[config.mk]
export PLATFORM = sky130hd
export DESIGN_NAME = ddr3_multipg_xfer_ctrl
export DESIGN_NICKNAME = d
export VERILOG_FILES = /design/src/rtl/ddr3_multipg_xfer_ctrl.sv
export SDC_FILE = /design/constraint.sdc
export NUM_CORES = 1
export LEC_CHECK = 0
export ABC_AREA = 1
export BUFFER_PORTS_ARGS = -buffer_cell sky130_fd_sc_hd__buf_2
export CAP_MARGIN = 5
export CORE_AREA = 2 2 232 234
export DETAILED_ROUTE_END_ITERATION = 6
export DIE_AREA = 0 0 234 236
export PLACE_DENSITY_LB_ADDON = 0.05
export SKIP_LAST_GASP = 1
export SYNTH_ARGS = -nofsm -noshare
export SYNTH_HDL_FRONTEND = slang
export SYNTH_SLANG_ARGS = --single-unit
[constraint.sdc]
create_clock -name clk -period 3.1 [get_ports clk]
set_clock_uncertainty 0.15 [all_clocks]
set_input_delay 0.62 -clock clk [delete_from_list [all_inputs] [get_ports clk]]
set_output_delay 0.62 -clock clk [all_outputs]
set_load 0.05 [all_outputs]
[src/rtl/ddr3_multipg_xfer_ctrl.sv]
// Moves whole DPRAM pages to/from DDR3 over the MIG app interface, one DATA_W word per command.
// Optional stall watchdog: define DDR3_XFER_TIMEOUT_EN.
module ddr3_multipg_xfer_ctrl #(
    parameter int unsigned DATA_W    = 128,
    parameter int unsigned ADDR_W    = 28,
    parameter int unsigned PG_AW     = 8,
    parameter int unsigned NPG_W     = 3,
    parameter int unsigned ADDR_STEP = 8,
    parameter int unsigned TO_CYC    = 4096
) (
    input  logic                     clk,
    input  logic                     rst_n,
    input  logic                     req,
    input  logic                     optype,
    input  logic [ADDR_W-1:0]        req_addr,
    input  logic [NPG_W-1:0]         req_npg,
    output logic                     ack,
    output logic                     busy,
    output logic                     err,
    input  logic                     app_rdy,
    input  logic                     app_wdf_rdy,
    input  logic                     app_rd_data_valid,
    input  logic [DATA_W-1:0]        app_rd_data,
    output logic [ADDR_W-1:0]        app_addr,
    output logic [2:0]               app_cmd,
    output logic                     app_en,
    output logic                     app_wdf_wren,
    output logic                     app_wdf_end,
    output logic [DATA_W-1:0]        app_wdf_data,
    input  logic [DATA_W-1:0]        dpram_dout,
    output logic [DATA_W-1:0]        dpram_din,
    output logic [PG_AW+NPG_W-1:0]   dpram_addr,
    output logic                     dpram_wren
);

    localparam int unsigned DPW = PG_AW + NPG_W;
    localparam int unsigned CW  = DPW + 1;

    typedef enum logic [2:0] {StIdle, StWrFetch, StWrIssue, StRdRun, StDone} state_e;

    state_e              state_q, state_d;
    logic [CW-1:0]       idx_q, idx_d;
    logic [CW-1:0]       didx_q, didx_d;
    logic [CW-1:0]       n_q, n_d;
    logic [ADDR_W-1:0]   base_q, base_d;
    logic                cmd_done_q, cmd_done_d;
    logic                wdf_done_q, wdf_done_d;
    logic                dp_wren_q, dp_wren_d;
    logic [DPW-1:0]      dp_waddr_q, dp_waddr_d;
    logic [DATA_W-1:0]   dp_din_q, dp_din_d;
    logic                cmd_fire, wdf_fire;

`ifdef DDR3_XFER_TIMEOUT_EN
    localparam int unsigned TO_CW = $clog2(TO_CYC + 1);
    logic [TO_CW-1:0]    to_cnt_q, to_cnt_d;
    logic                err_q, err_d;
    logic                progress;
`endif

    // Address wraps modulo 2^ADDR_W by truncation.
    assign app_addr   = base_q + ADDR_W'(idx_q) * ADDR_W'(ADDR_STEP);
    assign dpram_addr = dp_wren_q ? dp_waddr_q : idx_q[DPW-1:0];
    assign dpram_din  = dp_din_q;
    assign dpram_wren = dp_wren_q;

    always_comb begin
        state_d      = state_q;
        idx_d        = idx_q;
        didx_d       = didx_q;
        n_d          = n_q;
        base_d       = base_q;
        cmd_done_d   = cmd_done_q;
        wdf_done_d   = wdf_done_q;
        dp_wren_d    = 1'b0;
        dp_waddr_d   = dp_waddr_q;
        dp_din_d     = dp_din_q;
        app_en       = 1'b0;
        app_cmd      = 3'b000;
        app_wdf_wren = 1'b0;
        app_wdf_end  = 1'b0;
        app_wdf_data = '0;
        busy         = 1'b0;
        ack          = 1'b0;
        cmd_fire     = 1'b0;
        wdf_fire     = 1'b0;

        unique case (state_q)
            StIdle: begin
                if (req) begin
                    idx_d      = '0;
                    didx_d     = '0;
                    n_d        = (CW'(req_npg) + CW'(1)) << PG_AW;
                    base_d     = req_addr;
                    cmd_done_d = 1'b0;
                    wdf_done_d = 1'b0;
                    state_d    = optype ? StRdRun : StWrFetch;
                end
            end
            StWrFetch: begin
                busy    = 1'b1;
                state_d = StWrIssue;
            end
            StWrIssue: begin
                busy         = 1'b1;
                app_en       = !cmd_done_q;
                app_wdf_wren = !wdf_done_q;
                app_wdf_end  = !wdf_done_q;
                app_wdf_data = dpram_dout;
                cmd_fire     = app_en & app_rdy;
                wdf_fire     = app_wdf_wren & app_wdf_rdy;
                // Command and data retire independently; advance only once both have gone.
                if ((cmd_done_q | cmd_fire) && (wdf_done_q | wdf_fire)) begin
                    cmd_done_d = 1'b0;
                    wdf_done_d = 1'b0;
                    idx_d      = idx_q + CW'(1);
                    state_d    = (idx_q == n_q - CW'(1)) ? StDone : StWrFetch;
                end else begin
                    cmd_done_d = cmd_done_q | cmd_fire;
                    wdf_done_d = wdf_done_q | wdf_fire;
                end
            end
            StRdRun: begin
                busy     = 1'b1;
                app_cmd  = 3'b001;
                app_en   = (idx_q != n_q);
                cmd_fire = app_en & app_rdy;
                if (cmd_fire) begin
                    idx_d = idx_q + CW'(1);
                end
                if (app_rd_data_valid) begin
                    dp_wren_d  = 1'b1;
                    dp_waddr_d = didx_q[DPW-1:0];
                    dp_din_d   = app_rd_data;
                    didx_d     = didx_q + CW'(1);
                    if (didx_q == n_q - CW'(1)) begin
                        state_d = StDone;
                    end
                end
            end
            StDone: begin
                ack = 1'b1;
                if (!req) begin
                    state_d = StIdle;
                end
            end
            default: state_d = StIdle;
        endcase

`ifdef DDR3_XFER_TIMEOUT_EN
        err_d    = err_q;
        to_cnt_d = to_cnt_q;
        progress = cmd_fire | wdf_fire | ((state_q == StRdRun) & app_rd_data_valid);
        if (state_q == StIdle && req) begin
            err_d = 1'b0;
        end
        if (state_q == StWrIssue || state_q == StRdRun) begin
            if (progress) begin
                to_cnt_d = '0;
            end else if (to_cnt_q == TO_CW'(TO_CYC - 1)) begin
                to_cnt_d   = '0;
                err_d      = 1'b1;
                cmd_done_d = 1'b0;
                wdf_done_d = 1'b0;
                state_d    = StDone;
            end else begin
                to_cnt_d = to_cnt_q + TO_CW'(1);
            end
        end else if (state_q != StWrFetch) begin
            to_cnt_d = '0;
        end
`endif
    end

`ifdef DDR3_XFER_TIMEOUT_EN
    assign err = err_q;

    always_ff @(posedge clk or negedge rst_n) begin
        if (!rst_n) begin
            to_cnt_q <= '0;
            err_q    <= 1'b0;
        end else begin
            to_cnt_q <= to_cnt_d;
            err_q    <= err_d;
        end
    end
`else
    assign err = 1'b0;
`endif

    always_ff @(posedge clk or negedge rst_n) begin
        if (!rst_n) begin
            state_q    <= StIdle;
            idx_q      <= '0;
            didx_q     <= '0;
            n_q        <= '0;
            base_q     <= '0;
            cmd_done_q <= 1'b0;
            wdf_done_q <= 1'b0;
            dp_wren_q  <= 1'b0;
            dp_waddr_q <= '0;
            dp_din_q   <= '0;
        end else begin
            state_q    <= state_d;
            idx_q      <= idx_d;
            didx_q     <= didx_d;
            n_q        <= n_d;
            base_q     <= base_d;
            cmd_done_q <= cmd_done_d;
            wdf_done_q <= wdf_done_d;
            dp_wren_q  <= dp_wren_d;
            dp_waddr_q <= dp_waddr_d;
            dp_din_q   <= dp_din_d;
        end
    end

endmodule

======== Word level (Yosys, flattened, before mapping) ========
Cells that the tools add are included.
operators by class
  div/mod/pow operators ................... 0
  multiplexer cells ....................... 28
  eq/ne operators ......................... 13
  bitwise operators ....................... 5
  $add $sub $neg .......................... 5
  reduce and logical (&&, ||, !) cells .... 14
  shift-type cells ........................ 0
  multiply operators ...................... 0
  order comparisons ....................... 0
operators by type and width
  operator               number
  $mux 128               1
  $mux 12                4
  $pmux 12 s3            1
  $add 28x15->28         1
  $add 12x1->12 const B  2
  $eq 12x12->1           2
  $pmux 12 s2            1
  $mux 3                 6
  $pmux 3 s5             1
  $ne 12x12->1           1
  $ne 2x2->1 const B     6
  $sub 12x1->12 const B  1
  $mux 11                1
  $mux 1                 9
  $eq 3x2->1 const B     2
  $pmux 1 s2             3
  $reduce_and 2->1       3
  $reduce_and 5->1       1
  $add 3x1->4 const B    1
  $reduce_and 4->1       1
  $reduce_bool 2->1      2
  $and 1x1->1            3
  $eq 3x1->1 const B     1
  $eq 3x3->1 const B     1
  other kinds (8)        10
storage, ports and cells
  memory bits (writable) .................. 0
  output and inout port bits .............. 305
  bits in latches ......................... 0
  flip-flop bits (word level) ............. 201
  input port bits ......................... 294
  memories ................................ 0
  word-level logic and storage cells ...... 75
  ROM bits ................................ 0

======== Logic depth before layout (Yosys ltp) ========
Gate-level depths: netlist of the first run.
  depth in word-level cells ............... 6
  gate-level depth with buffers ........... 12
  depth with buffers taken out ............ 12

======== Worst setup path after synthesis of the first run ========
No wires, ideal clock.
  path kind ............................... flip-flop to output port
  from .................................... reg idx_q[0]
  to ...................................... out app_addr[17]
  arrival ................................. 2.306 ns
  path buffers ............................ 0
  path slack .............................. 0.024 ns
  stages on the path, launching flop included .. 10
  required time ........................... 2.330 ns
  cell sequence ........................... dfrtp_1 -> ha_1 -> fa_1 -> nand2_1 -> nand3_1 -> nand3_1 -> nand2_1 -> nand2_1 -> nand2_1 -> xor2_1
on the way
  cells in the longest elaborated chain, start to end .. 1
ends and longest elaborated chain
  item                      RTL line  text
  start: declaration        42        logic [CW-1:0] idx_q, idx_d;
  start signal: assignment  204       idx_q <= idx_d;
  $add 28x15->28            61        assign app_addr = base_q + ADDR_W'(idx_q) * ADDR_W'(ADDR_STEP);
  end: declaration          24        output logic [ADDR_W-1:0] app_addr,
Every way passes these cells.

======== Final worst setup path of the first run ========
  from .................................... reg base_q[5]
  to ...................................... out app_addr[23]
on the way
  cells in the longest elaborated chain, start to end .. 1
ends and longest elaborated chain
  item                      RTL line  text
  start: declaration        45        logic [ADDR_W-1:0] base_q, base_d;
  start signal: assignment  207       base_q <= base_d;
  $add 28x15->28            61
Every way passes these cells.

==> flow_summary.json, run 1 <==
{
  "violations": "setup timing",
  "finalNonFillerCells": 2889,
  "dpl.cell_count": 2803,
  "rsz0062_at_grt": "yes",
  "hold_slack_ns": 0.09908,
  "yosys_warnings": 0,
  "clock-root-buffer": "clkbuf_16",
  "track_usage_pct": 19.31,
  "synth_top_area_cell": "dfrtp_1",
  "die-area_um2": 55220,
  "overflow": 0,
  "drc": 0,
  "grt_pass1_vias": 12194,
  "period_needed_ns": 3.200,
  "routabilityCongestion": 0.9255,
  "initial_core_util_pct": 20.49,
  "use_met1_pct": 23.48,
  "p_per_area_nw_per_um2": 1171,
  "wl_per_cell_um": 18.95,
  "area_growth_pct": 51.92,
  "use_met3_pct": 7.556,
  "cpPeakStageDelay_ns": 0.41,
  "total_power_mw": 19.35,
  "finalCritPeriodShare_pct": 103.2,
  "dp.final_hpwl_mm": 44.05,
  "hold_viol_final": 0,
  "met2_usage_pct": 32.13,
  "core_area_um2": 53070,
  "ios": 599,
  "p_sw_share_pct": 55.81,
  "vias_per_cell": 4.126,
  "synthTopCellsByArea": "dfrtp_1 (46%), nand2_1 (22%), nor2_1 (7.3%)",
  "numCtsBuffers": 28,
  "p_int_mw": 8.550,
  "seq_area_frac_synth_pct": 46.25,
  "firstDrtPassIters": 5,
  "drv_cap": 0,
  "start_kind": "register",
  "synth_cell_types": 36,
  "clockBufferDepth": 3,
  "synth-seq-cells": 201,
  "p_leak_nw": 9.775,
  "cts_max_level": 1,
  "clk_pin_slew_ns": 0.06,
  "pwr-share-clk_pct": 17.1,
  "path_cells": "ha_4, buf_6, nand2_2, buf_4, buf_6, o21ai_4, nand4_1, nand2_1, nand2_1, nand2_2, buf_8",
  "crit_path_top_delay_cell": "dfrtp_1",
  "layout.nets": 2479,
  "p_switching_mw": 10.80,
  "antenna_found_initial": 34,
  "relSlewSlack_pct": 57.62,
  "p_seq_share_pct": 22.9,
  "worst_slack_ns": -0.09991,
  "cp-end-kind": "output port",
  "syn-cell-area_um2": 10870,
  "yosysMostFrequentCell": "nand2_1",
  "die_w_um": 234,
  "synth_edf_count": 0,
  "status": "complete, but fails checks",
  "path_class": "register to output port",
  "routed_wl_mm": 54.74,
  "synth.avg_cell_area_um2": 7.043,
  "vias": 11919,
  "portBuffers": 595,
  "hold_path.class": "input port to register",
  "peakVddDrop_uv": 431.2,
  "die_h_um": 236,
  "worstMarginPinSlew_ns": 0.6309,
  "synth_common_cells": "nand2_1 (632), nor2_1 (211), inv_1 (204)",
  "r2r_slack_ns": 0.72,
  "rows": 85,
  "ys.flop_type": "dfrtp_1",
  "cts.sinks": 201,
  "synth_top_area_share_pct": 46.25,
  "busiest_layer": "met2",
  "clkLatencyLatePin_ns": 0.57,
  "arrival_ns": 2.43,
  "grt_max_degree": 131,
  "n_fill_cell": 5934,
  "cts_tree": "built",
  "p_comb_share_pct": 60.1,
  "slew_violations": 0,
  "timing.fmax_mhz": 312.5,
  "final_antenna_net_count": 0,
  "worstPathRequired_ns": 2.33,
  "synthArstFlopShare_pct": 100.0,
  "drt-initial-drc-count": 685,
  "syn-instance-count": 1544,
  "drive_above_1_share_pct": 37.45,
  "grt_pass1_wl_mm": 79.65,
  "finalSetupViolations": 16,
  "worst-path-max-fanout": 3
}
## metrics by stage
step           area, µm²  utilization, %  setup TNS [ns]  worst slack (ns)
2_1_floorplan      10880               -               0           0.02386
3_3_place_gp       14750           27.79               0            0.1684
3_5_place_dp       14750           27.79               0            0.1891
4_1_cts            16080           30.31          -1.682           -0.1511
5_1_grt            16510           31.11          -3.642           -0.2339
6_report           16520           31.13         -0.8721          -0.09991
## power by group through the flow
stage / combinational (mW) / clock (mW) / sequential [mW]
final: 11.6 / 3.30 / 4.43
after global routing: 12.4 / 3.55 / 4.57
after CTS: 11.4 / 3.44 / 4.42
after detailed placement: 11.1 / 0 / 4.39
after global placement: 11.1 / 0 / 4.39
after floorplan: 5.50 / 0 / 6.86
## timing repair
| item | CTS | global route |
|---|---|---|
| pin swaps | 19 | 30 |
| endpoints found under the setup margin | 104 | 105 |
| hold buffers | 1 | 0 |
| resized for setup | 87 | 72 |
| endpoints found under the hold margin | 54 | 0 |
| setup buffers | 7 | 22 |
## critical path: cells and delay by family (launching register included)
kind / cells / cell delay (ns)
buf+inv: 4 / 0.49
simple gates: 5 / 0.46
flops: 1 / 0.41
fa+ha+maj: 1 / 0.30
compound gates: 1 / 0.20
## registers in the layout, indices dropped and copies added, names as in the netlist, 3 cells and up
register,cells
didx_q,12
state_q,3
base_q,28
dpram_din,128
n_q,4
dp_waddr_q,11
idx_q,12
## metal layers
metal	part of all wire, %	wire length [µm]
met5	0.49	266
met4	2.0	1117
met3	9.6	5232
met2	47	25650
met1	41	22470
## layout make-up
cell class	instances	area [µm²]	share of cell area (%)
Multi-Input combinational cell	1069	5146	31.15
Clock inverter	10	138.9	0.8407
Antenna cell	6	15.01	0.09089
Timing Repair Buffer	657	3721	22.53
Clock buffer	40	795.8	4.817
Inverter	210	795.8	4.817
Sequential cell	201	5036	30.49
Tap cell	696	870.8	5.272
## placed cells by master (no fill, tap or decap), drive strengths merged, types with 2 or more instances in the layout
cell type	n
a21oi	20
and2	2
buf	654
bufinv	3
clkbuf	42
clkinv	6
conb	3
dfrtp	201
diode	6
ha	17
inv	210
mux2	23
nand2	637
nand3	51
nand3b	8
nand4	15
nor2	214
nor3	11
o21ai	42
xor2	15
## path summary, 6_finish.rpt
kind	cells after the start	startpoint	end
worst max-delay path	11	base_q[5]	app_addr[23]
worst min-delay path	3	app_rd_data[94]	dpram_din[94]
worst max register to register	13	idx_q[0]	idx_q[2]
worst min register to register	2	dpram_din[113]	dpram_din[113]
max in group asynchronous	3	rst_n	dpram_din[9]
min in group asynchronous	2	rst_n	base_q[0]
## cells by family (layout without fill, tap and decap cells)
family	count (synthesis)	count (layout)	synth area share (%)
AOI/OAI and AO/OA	68	68	3.406
adders and majority gates	18	18	2.140
and+or+nand+nor	941	941	34.17
other	1	9	0.03449
muxes	23	23	2.382
xor gates and xnor gates	16	16	1.289
buffers and inverters	276	917	10.32
DFF	201	201	46.25
Power figures use the tool's default switching activity.
==> inputs of run 2 (changes only) <==
PLACE_DENSITY = 0.54   (was default)
PLACE_DENSITY_LB_ADDON = default   (was 0.05)
==> run 2 against run 1 <==
  * The run still ends with setup timing left
  * Via count rose by 0.45%
  * Hold slack got worse by 0.0036 ns
  * Non-clock buffer count fell by 21
  * Wire length fell by 19%
==> flow_summary.json, run 2 (synthesis gave the netlist of run 1 again) <==
{
  "firstDrtPassIters": 5,
  "utilization_pct": 30.68,
  "timing.rr.start": "state_q[1]",
  "ios": 599,
  "cp-endpoint": "app_addr[12]",
  "worst_slack_ns": -0.08256,
  "worst-path-max-fanout": 5,
  "dp_slack_ns": 0.2296,
  "p_leak_nw": 9.678,
  "crit_path_top_delay_cell": "dfrtp_1",
  "area_growth_pct": 49.75,
  "layout.nets": 2457,
  "routed_wl_mm": 44.10,
  "finalSetupViolations": 11,
  "status": "complete, but fails checks",
  "cts_tree": "built",
  "p_comb_share_pct": 59.4,
  "fin_tns_setup_ns": -0.3027,
  "grt_pass1_vias": 11598,
  "multi_input_area_um2": 5060,
  "critPathLaunch": "idx_q[3]",
  "drt-initial-drc-count": 691,
  "largest_register_ff_count": 128,
  "pwr-share-clk_pct": 17.1,
  "clkLatencyLatePin_ns": 0.55,
  "track_usage_pct": 14.93,
  "clk_pin_slew_ns": 0.06,
  "p_switching_mw": 10.50,
  "die-area_um2": 55220,
  "routabilityCongestion": 0.9387,
  "violations": "setup timing",
  "path_depth": 9,
  "hold_path.class": "input port to register",
  "worstMarginPinSlew_ns": 0.7077,
  "slew_violations": 0,
  "p_int_mw": 8.401,
  "path_class": "register to output port",
  "overflow": 0,
  "placed_area_um2": 14660,
  "timing.fmax_mhz": 314.2,
  "period_needed_ns": 3.183,
  "r2r_slack_ns": 0.90,
  "die_h_um": 236,
  "cp.buffers_inverters": 3,
  "seqCellArea_um2": 5039,
  "arrival_ns": 2.41,
  "vias_per_cell": 4.178,
  "cp_top_family": "flip-flops",
  "cts_max_level": 1,
  "finalCritPeriodShare_pct": 102.7,
  "numCtsBuffers": 27,
  "portBuffers": 595,
  "rows": 85,
  "clock-root-buffer": "clkbuf_16",
  "worstPathRequired_ns": 2.33,
  "antenna_found_initial": 11,
  "total_power_mw": 18.90,
  "mostFrequentLayoutCells": "nand2_1 (606), buf_2 (543), nor2_1 (205), inv_1 (201), dfrtp_1 (194)",
  "design_area_um2": 16280,
  "n_fill_cell": 5768,
  "vias": 11973,
  "relSlewSlack_pct": 52.82,
  "final_antenna_net_count": 0,
  "initial_core_util_pct": 20.49,
  "path_cells": "ha_4, nand2_1, nand3b_1, nand2_2, buf_6, inv_2, o21bai_1, xor2_1, buf_4",
  "cpPeakStageDelay_ns": 0.42,
  "hold_viol_final": 0,
  "core_area_um2": 53070,
  "p_per_area_nw_per_um2": 1161,
  "clockBufferDepth": 3,
  "p_sw_share_pct": 55.56,
  "start_kind": "register",
  "die_w_um": 234,
  "grt_max_degree": 131,
  "final_common_cell": "nand2_1",
  "wl_per_cell_um": 15.39,
  "peakVddDrop_uv": 627.7,
  "reg2reg_depth": 8,
  "drv_cap": 0,
  "dp.final_hpwl_mm": 34.66,
  "cp-end-kind": "output port",
  "worstReg2RegEnd": "dpram_din[114]",
  "grt_pass1_wl_mm": 64.96,
  "rsz0062_at_grt": "yes",
  "cts.sinks": 201,
  "drive_above_1_share_pct": 36.01,
  "p_seq_share_pct": 23.5,
  "drc": 0
}
-- run 2: cell count changes in the layout (fill, tap and decap cells not counted), sizes merged --
cell	before	now
buf	654	632
inv	210	211
diode	6	4
-- run 2: how the worst min path moves through the flow --
stage          depth (start not counted)              to       startpoint  slack (ns)
6_report                               3   dpram_din[63]  app_rd_data[63]         0.1
5_1_grt                                3    dpram_din[4]   app_rd_data[4]        0.08
4_1_cts                                3   dpram_din[63]  app_rd_data[63]        0.06
3_5_place_dp                           2   dpram_din[98]    dpram_din[98]        0.30
3_3_place_gp                           2  dpram_din[123]   dpram_din[123]        0.30
2_1_floorplan                          0       base_q[0]            rst_n        0.17
-- run 2: power groups by stage --
stage | Sequential (mW) | Clock [mW] | Combinational, mW
floorplan | 6.86 | 0 | 5.50
CTS | 4.44 | 3.34 | 11.1
global placement | 4.40 | 0 | 10.7
finish | 4.45 | 3.23 | 11.2
global route | 4.59 | 3.44 | 11.9
detailed placement | 4.43 | 0 | 10.7
-- run 2: worst register-to-register path, cell delays in order (launching register included) --
cell	delay (ns)
dfrtp_1	0.45
nand2_4	0.21
inv_2	0.09
nand2_2	0.17
nor2_4	0.07
inv_4	0.38
buf_4	0.44
nand2_1	0.10
nand2_1	0.07
-- run 2: layout make-up --
type / instances / share of cell area, %
multi-input cells: 1069 / 31.07
repair buffers: 636 / 22.01
clock buffers: 39 / 4.794
clock inverters: 11 / 0.9066
diodes: 4 / 0.06147
inverters: 210 / 4.871
flip-flops and latches: 201 / 30.94
well taps: 696 / 5.348
-- run 2: stage by stage --
stage / cells / hold WS [ns]
2_1_floorplan: 1546 / 0.1744
3_3_place_gp: 2795 / 0.2986
3_5_place_dp: 2795 / 0.3034
4_1_cts: 2855 / 0.05931
5_1_grt: 2863 / 0.07991
6_report: 2866 / 0.09548
-- run 2: per-layer routing --
layer	vias to the layer above	part of all wire (%)	GRT usage [%]
met5	-	0.22	0
met4	14	2.2	3.280
met3	74	9.9	4.739
met2	506	45	24.22
met1	5555	42	19.28
li1	5824	-	-
-- run 2: what timing repair did --
action | CTS | global route
gates resized for setup | 93 | 61
setup endpoints to repair | 145 | 142
cloned | 0 | 1
buffers inserted | 9 | 6
endpoints found under the hold margin | 60 | 0
hold buffers | 1 | 0
pin swaps | 14 | 28
==> inputs of run 3 (changes only) <==
clock period = 3.3 ns   (was 3.1 ns; I/O delays follow)
==> run 3 against run 2 <==
  * The flow now finishes without violations
  * Largest power group unchanged
  * Register-to-register slack improved by 0.03 ns
  * Final cell count decreased by 0.35%
  * Highest routed layer unchanged
  * Largest cell class is now sequential cells
  * Design area decreased by 1.5%
  * Wire length about the same
  * Global-route usage increased by 0.091 points
  * Combinational power decreased by 7%
  * Hold slack improved by 0.045 ns
  * Sequential power decreased by 6.5%
==> flow_summary.json, run 3 (synthesis gave the netlist of run 1 again) <==
{
  "crit_path_top_delay_cell": "dfrtp_2",
  "hold_path.class": "input port to register",
  "overflow": 0,
  "clockBufferDepth": 3,
  "r2r_slack_ns": 0.93,
  "utilization_pct": 30.23,
  "clkLatencyLatePin_ns": 0.55,
  "holdPathStages": 3,
  "routed_wl_mm": 44.14,
  "timing.fmax_mhz": 309.7,
  "hold_end": "dpram_din[117]",
  "clock-root-buffer": "clkbuf_16",
  "drive_above_1_share_pct": 34.77,
  "largest_register_ff_count": 128,
  "slew_violations": 0,
  "track_usage_pct": 15.02,
  "cp.buffers_inverters": 3,
  "cts.sinks": 201,
  "die-area_um2": 55220,
  "firstDrtPassIters": 7,
  "hold_viol_final": 0,
  "clk_pin_slew_ns": 0.06,
  "mostFrequentLayoutCells": "nand2_1 (621), buf_2 (564), nor2_1 (208), inv_1 (203), dfrtp_1 (193)",
  "status": "complete, no violations",
  "crit_top_cell": "nand2_1",
  "met2_usage_pct": 24.37,
  "period_needed_ns": 3.229,
  "numCtsBuffers": 27,
  "grt_pass1_wl_mm": 65.75,
  "final_antenna_net_count": 0,
  "area_growth_pct": 47.53,
  "finalCritPeriodShare_pct": 97.86,
  "portBuffers": 595,
  "cp_top_family": "simple AND/OR/NAND/NOR gates",
  "timing.rr.start": "state_q[1]",
  "antenna_found_initial": 6,
  "hold_slack_ns": 0.1402,
  "design_area_um2": 16040,
  "worst-path-max-fanout": 7,
  "p_per_area_nw_per_um2": 1099,
  "final_common_cell": "nand2_1",
  "die_h_um": 236,
  "cts_max_level": 1,
  "die_w_um": 234,
  "worstMarginPinSlew_ns": 0.7391,
  "use_met1_pct": 19.96,
  "path_class": "register to output port",
  "worstPathRequired_ns": 2.49,
  "diodes": 0,
  "routabilityCongestion": 0.9730,
  "rsz0062_at_grt": "yes",
  "hold_start": "app_rd_data[117]",
  "finalNonFillerCells": 2856,
  "grt_pass1_vias": 11730,
  "core_area_um2": 53070,
  "arrival_ns": 2.42,
  "finalSetupViolations": 0,
  "initial_core_util_pct": 20.49,
  "reg2reg_depth": 8,
  "ios": 599,
  "vias_per_cell": 4.189,
  "start_kind": "register",
  "vias": 11964,
  "grt_max_degree": 131,
  "wl_per_cell_um": 15.45,
  "placed_area_um2": 14610,
  "peakVddDrop_uv": 570.9,
  "dp.final_hpwl_mm": 34.59,
  "use_met3_pct": 4.171,
  "p_leak_nw": 9.572,
  "rows": 85,
  "cpPeakStageDelay_ns": 0.43,
  "drt-initial-drc-count": 629,
  "dpl.cell_count": 2789,
  "layout.nets": 2454,
  "relSlewSlack_pct": 50.73,
  "drv_cap": 0,
  "worstReg2RegEnd": "dpram_din[14]",
  "drc": 0,
  "path_cells": "ha_4, nand2_1, inv_1, nand2_1, nor3_2, nand2_1, nand3b_1, buf_6, xor2_1, buf_4",
  "busiest_layer": "met2",
  "cts_tree": "built",
  "cp-end-kind": "output port"
}
[run 3: changes by cell type in the layout (fill, tap and decap cells not counted), sizes merged]
cell	previous run	this run
clkbuf	42	55
bufinv	3	4
inv	211	213
buf	632	611
clkinv	6	4
diode	4	0
clkinvlp	1	2
[run 3: area by class of cell]
cell class	instances	area, µm²
flip-flops and latches	201	5040
well taps	696	870.8
clock buffers	34	742.0
clock inverters	13	200.2
inverters	210	793.3
multi-input cells	1069	4930
fillers	5837	37030
repair buffers	633	3467
[run 3: worst max path at each step]
stage,start,to,slack (ns),cells after the start
6_report,idx_q[6],app_addr[16],0.07,10
5_1_grt,idx_q[0],app_addr[25],-0.03,12
4_1_cts,idx_q[0],app_addr[17],0.004,10
3_5_place_dp,idx_q[0],app_addr[25],0.25,12
3_3_place_gp,idx_q[0],app_addr[25],0.28,12
2_1_floorplan,idx_q[0],app_addr[17],0.18,9
[run 3: worst register-to-register path, cell delays in order (launching register included)]
cell and delay, ns:
dfrtp_1 0.43, nand2_2 0.30, inv_2 0.12, nand2_2 0.17
nor2_4 0.07, inv_4 0.52, buf_4 0.41, nand2_1 0.09
nand2_1 0.07
[run 3: report_power, final]
group          total (mW)  internal [mW]  switching [mW]
clock network        3.10           1.91            1.19
logic                10.4           2.42            7.95
registers            4.16           3.47           0.691
[run 3: metal layers]
layer	up-vias	routed length, µm
met5	-	69
li1	5826	-
met3	63	3929
met2	500	20120
met4	10	832
met1	5565	19190
[run 3: what timing repair did]
item	in CTS	in global routing
setup buffers	4	14
gates cloned	0	1
resized for setup	28	59
hold buffers	1	0
endpoints found under the hold margin	11	0
pin swaps	3	13
setup endpoints to repair	61	133
[run 3: metrics by stage]
stage	setup WS [ns]	power (mW)	TNS, ns
floorplan	0.1839	11.61	0
global placement	0.2843	14.16	0
detailed placement	0.2455	14.25	0
CTS	0.003519	17.58	0
global route	-0.03038	18.64	-0.07214
finish	0.07078	17.63	0
